File: config.mk
export PLATFORM = sky130hd
export DESIGN_NAME = hazard_stall_ctrl
export DESIGN_NICKNAME = d
export VERILOG_FILES = /design/src/rtl/hazard_stall_ctrl.sv
export SDC_FILE = /design/constraint.sdc
export NUM_CORES = 1
export LEC_CHECK = 0
export BUFFER_PORTS_ARGS = -buffer_cell sky130_fd_sc_hd__buf_2
export CORE_MARGIN = 10
export CORE_UTILIZATION = 55
export DETAILED_ROUTE_END_ITERATION = 7
export PLACE_DENSITY_LB_ADDON = 0.05
export RECOVER_POWER = 100
export SLEW_MARGIN = 20
export SYNTH_ARGS = -nofsm -noshare
export SYNTH_HDL_FRONTEND = slang
export SYNTH_SLANG_ARGS = --single-unit
File: constraint.sdc
create_clock -name i_clk -period 4.7 [get_ports i_clk]
set_input_delay 0.94 -clock i_clk [delete_from_list [all_inputs] [get_ports i_clk]]
set_output_delay 0.94 -clock i_clk [all_outputs]
set_load 0.03 [all_outputs]
File: src/rtl/hazard_stall_ctrl.sv
// ============================================================================
// Module   : hazard_stall_ctrl
// Purpose  : Load-use / multi-cycle stall and branch flush control for the
//            in-order pipeline, with a saturating stall-cycle counter.
// Revision : 1.0 - initial release
// ============================================================================
`default_nettype none

module hazard_stall_ctrl #(
    parameter int LOAD_LAT   = 2,
    parameter int MC_TIMEOUT = 64,
    parameter int CNT_W      = 32
) (
    input  logic             i_clk,
    input  logic             i_reset,
    input  logic [4:0]       i_if_id_Rs1,
    input  logic [4:0]       i_if_id_Rs2,
    input  logic             i_if_id_use_rs1,
    input  logic             i_if_id_use_rs2,
    input  logic [4:0]       i_id_ex_Rd,
    input  logic             i_id_ex_MemRead,
    input  logic             i_branch_taken,
    input  logic             i_mc_start,
    input  logic             i_mc_done,
    output logic             o_pc_write,
    output logic             o_if_id_write,
    output logic             o_id_ex_bubble,
    output logic             o_if_id_flush,
    output logic             o_ex_hold,
    output logic             o_mc_timeout,
    output logic [CNT_W-1:0] o_stall_cnt
);

    localparam logic [1:0] c_st_run      = 2'd0;
    localparam logic [1:0] c_st_ld_stall = 2'd1;
    localparam logic [1:0] c_st_mc_busy  = 2'd2;

    localparam int                 c_tmo_w    = $clog2(MC_TIMEOUT + 1);
    localparam logic [3:0]         c_lat_last = 4'(LOAD_LAT - 1);
    localparam logic [c_tmo_w-1:0] c_tmo_last = c_tmo_w'(MC_TIMEOUT - 1);

    logic [1:0]         r_state;
    logic [3:0]         r_lat_cnt;
    logic [c_tmo_w-1:0] r_tmo_cnt;
    logic               r_mc_timeout;
    logic [CNT_W-1:0]   r_stall_cnt;

    logic [1:0]         w_next_state;
    logic [3:0]         w_lat_next;
    logic [c_tmo_w-1:0] w_tmo_next;
    logic               w_set_timeout;
    logic               w_load_use;
    logic               w_pc_write;
    logic               w_if_id_write;
    logic               w_bubble;
    logic               w_flush;
    logic               w_hold;

    assign w_load_use = i_id_ex_MemRead && (i_id_ex_Rd != 5'd0) &&
                        ((i_if_id_use_rs1 && (i_id_ex_Rd == i_if_id_Rs1)) ||
                         (i_if_id_use_rs2 && (i_id_ex_Rd == i_if_id_Rs2)));

    always_comb begin
        w_pc_write    = 1'b1;
        w_if_id_write = 1'b1;
        w_bubble      = 1'b0;
        w_flush       = 1'b0;
        w_hold        = 1'b0;
        w_next_state  = r_state;
        w_lat_next    = r_lat_cnt;
        w_tmo_next    = r_tmo_cnt;
        w_set_timeout = 1'b0;
        case (r_state)
            c_st_run: begin
                if (i_branch_taken) begin
                    w_flush  = 1'b1;
                    w_bubble = 1'b1;
                end else if (i_mc_start) begin
                    if (!i_mc_done) begin
                        w_pc_write    = 1'b0;
                        w_if_id_write = 1'b0;
                        w_hold        = 1'b1;
                        w_next_state  = c_st_mc_busy;
                        w_tmo_next    = c_tmo_w'(1);
                    end
                end else if (w_load_use) begin
                    w_pc_write    = 1'b0;
                    w_if_id_write = 1'b0;
                    w_bubble      = 1'b1;
                    // A single-cycle load latency is fully covered by this bubble
                    if (LOAD_LAT > 1) begin
                        w_next_state = c_st_ld_stall;
                        w_lat_next   = 4'd1;
                    end
                end
            end
            c_st_ld_stall: begin
                if (i_branch_taken) begin
                    w_flush      = 1'b1;
                    w_bubble     = 1'b1;
                    w_next_state = c_st_run;
                end else begin
                    w_pc_write    = 1'b0;
                    w_if_id_write = 1'b0;
                    w_bubble      = 1'b1;
                    if (r_lat_cnt == c_lat_last) begin
                        w_next_state = c_st_run;
                    end else begin
                        w_lat_next = r_lat_cnt + 4'd1;
                    end
                end
            end
            c_st_mc_busy: begin
                // EX is frozen here, so a branch indication cannot be trusted
                if (i_mc_done) begin
                    w_next_state = c_st_run;
                end else begin
                    w_pc_write    = 1'b0;
                    w_if_id_write = 1'b0;
                    w_hold        = 1'b1;
                    if (r_tmo_cnt == c_tmo_last) begin
                        w_set_timeout = 1'b1;
                        w_next_state  = c_st_run;
                    end else begin
                        w_tmo_next = r_tmo_cnt + c_tmo_w'(1);
                    end
                end
            end
            default: w_next_state = c_st_run;
        endcase
    end

    always_ff @(posedge i_clk) begin
        if (i_reset) begin
            r_state      <= c_st_run;
            r_lat_cnt    <= 4'd0;
            r_tmo_cnt    <= '0;
            r_mc_timeout <= 1'b0;
            r_stall_cnt  <= '0;
        end else begin
            r_state   <= w_next_state;
            r_lat_cnt <= w_lat_next;
            r_tmo_cnt <= w_tmo_next;
            if (w_set_timeout) begin
                r_mc_timeout <= 1'b1;
            end
            if (!w_pc_write && (r_stall_cnt != {CNT_W{1'b1}})) begin
                r_stall_cnt <= r_stall_cnt + CNT_W'(1);
            end
        end
    end

    assign o_pc_write     = w_pc_write;
    assign o_if_id_write  = w_if_id_write;
    assign o_id_ex_bubble = w_bubble;
    assign o_if_id_flush  = w_flush;
    assign o_ex_hold      = w_hold;
    assign o_mc_timeout   = r_mc_timeout;
    assign o_stall_cnt    = r_stall_cnt;

endmodule

`default_nettype wire

==> results.md <==
* Status: finished, violations left
* Failing checks: max-capacitance violations, max-slew violations
* Largest net degree at the start of global routing at 45
* Initial DRC Count at about 110
* Post-synth ARST share at 0
* Number of setup buffers added after CTS at 0
* Die width at between 80 and 90 um
* Startpoint Class: input pin
* Post-synth cell types at 35
* Setup tns final at 0 ns
* IO Port Bufs at 60
* Mapped cell area at 0.00243 mm^2
* Worst Skew at 0.00631 ns
* H-tree lvl count at 2
* Cells along the critical path: buf_2 -> or4_1 -> o21ai_0 -> nand3_2 -> nand2_1 -> clkbuf_1
* Power density over cell area at 251 mW/mm^2
* CP max stage delay at around 0.56 ns
* First-pass GRT wire length at 9820 um
* Total Routed Length at 5930 um
* Fin. Hold Viols at 0
* Crit. End Element: output port
* Crit path from: i_id_ex_Rd[1]
* Root Driver: clkbuf_8
* Remaining Overflow, GRT at 0
* Commonest non-fill, non-tap cell in the layout: dfxtp_1
* HP Class: flop to flop
* Met2 wire length at 2810 um
* Maximum buffer depth of the clock tree at 2
* Seq cells post-synth at 46
* Core box area at 0.00432 mm^2
* Worst slew pin tran at between 1.5 and 2 ns
* Antenna diodes at 0
* Antenna-violating nets left at 0
* Clk_lat worst skew at 0.29 ns
* Routed vias at 2,386
* Post-synth EDFFs at 0
* Worst-path clk slew at 0.08 ns
* DR WL met3 at 249 um
* Critical Path Fanout Max at 6
* Final Wtd Congestion at 0.809
* Worst vdd ir at 220 uV
* Share of layout cells above drive strength 1 at 0.0850
* # Max-Cap Violations at 1
* GRT Overall Usage at 0.155
* Hold slack final at 0.479 ns
* CTS tree: built
* RSZ-0062 raised after global routing: no
* Synth Instances at 297
* Die area at 0.00747 mm^2
* Via density at about 5.9
* CTS resizes at 0
* Slew HR at -0.256
* HP Start: o_mc_timeout
* CP required at 3.76 ns
* Max Freq at 287 MHz
* Max Used Layer: met4
* DRT met1 WL at 2850 um
* CTS sink count at between 40 and 50
* Critical path type: input pin to output port
* Most frequent cells in the layout: dfxtp_1 (46), clkbuf_1 (41), a21oi_1 (29)
* Syn Nets at 324
* Post-route minimum period at 3.48 ns
* # nets final at 379
* Syn Area/Cell at 8.18 um^2
* Slowest CP cell: or4_1
* Die Y at 86.5 um
* R2R Path Start: o_stall_cnt[11]
* Number of buffers created by CTS at 5
* Vias in the first global route at 2,106
* Leak at 0.891 nW
* Final Setup Violations at 0
* Starting Density at 0.562
* Layout Area Growth over Synthesis at 13.6%
* Io pins at 61
* Prevailing post-synth register cell: dfxtp_1
* Detail Placement HPWL at roughly 4400 um
* CTS hold repair buffers at 0
* Final Slew Violations at 45
* Initial antenna violation count at 0
* Routed wire length per instance at 14.6 um
* Router iterations before antenna repair at 4
* Worst Path Arrival at 2.54 ns
* Crit share post-route at 0.740
* Yosys synthesis warning count at 0
* Register area share after synthesis at 0.379
* # rows at 24
* DR DRC count at 0
path summary, 6_finish.rpt:
check                           slack (ns)  cells past startpoint        endpoint
worst max-delay path                  1.22                      6   o_if_id_write
worst min-delay path                  0.48                      2    o_mc_timeout
worst min register to register        0.48                      2    o_mc_timeout
worst max register to register        1.82                      6  o_stall_cnt[1]
kinds of logic (layout without fill, tap and decap cells):
group,Yosys count,after routing,synth area share
AOI/OAI and AO/OA,66,66,0.162
and+or+nand+nor,137,137,0.312
xor gates and xnor gates,21,21,0.0757
muxes,3,3,0.0134
buffers and inverters,20,76,0.0371
adders and majority gates,4,4,0.0206
DFF,46,46,0.379
cells in the mapped netlist (5+ instances only):
cell type,instances,share of area
dfxtp_1,46,0.38
nand4_1,22,0.057
xor2_1,10,0.036
a21oi_1,29,0.060
nor3_1,8,0.016
or3_1,10,0.026
xnor2_1,11,0.040
inv_1,8,0.012
nand2_1,19,0.029
nand3_1,12,0.025
o31ai_1,15,0.046
o21ai_0,13,0.027
or4_1,16,0.049
clkbuf_1,5,0.0077
nor2b_1,6,0.015
nor2_1,27,0.042
and3_1,6,0.015
critical path, delay by kind of cell:
| kind | cells | cell delay (ns) |
|---|---|---|
| simple gates | 3 | 0.90 |
| compound gates | 1 | 0.24 |
| buf+inv | 2 | 0.46 |
report_power, final:
group | total [mW] | switching, mW | internal (mW)
logic | 0.0596 | 0.0385 | 0.0210
registers | 0.394 | 0.00246 | 0.391
clock network | 0.240 | 0.135 | 0.105
total | 0.693 | 0.176 | 0.518
flip-flops by register name (all words and copies together) (netlist names):
name,count
r_state,2
o_mc_timeout,1
o_stall_cnt,32
r_tmo_cnt,7
r_lat_cnt,4
layout make-up:
| type | count | area [um^2] |
|---|---|---|
| inverters | 8 | 30.0 |
| repair buffers | 60 | 250 |
| multi-input cells | 231 | 1410 |
| fillers | 438 | 1570 |
| well taps | 52 | 65.1 |
| clock buffers | 6 | 72.6 |
| flip-flops and latches | 46 | 921 |
| clock inverters | 2 | 13.8 |
stage by stage:
stage	setup slack, ns	instance area (um^2)	utilization	std cells	power (mW)
2_1_floorplan	1.43	2430	-	297	0.445
5_1_grt	0.970	2760	0.638	405	0.726
3_3_place_gp	1.35	2730	0.632	397	0.464
4_1_cts	1.32	2820	0.652	405	0.704
6_report	1.22	2760	0.638	405	0.693
3_5_place_dp	1.33	2730	0.632	397	0.465
metal layers:
layer | vias to the layer above | GRT usage
met5 | - | 0
met1 | 1116 | 0.206
li1 | 1226 | -
met4 | 0 | 0.0324
met3 | 2 | 0.0469
met2 | 42 | 0.242
(Power assumes the default switching activity.)
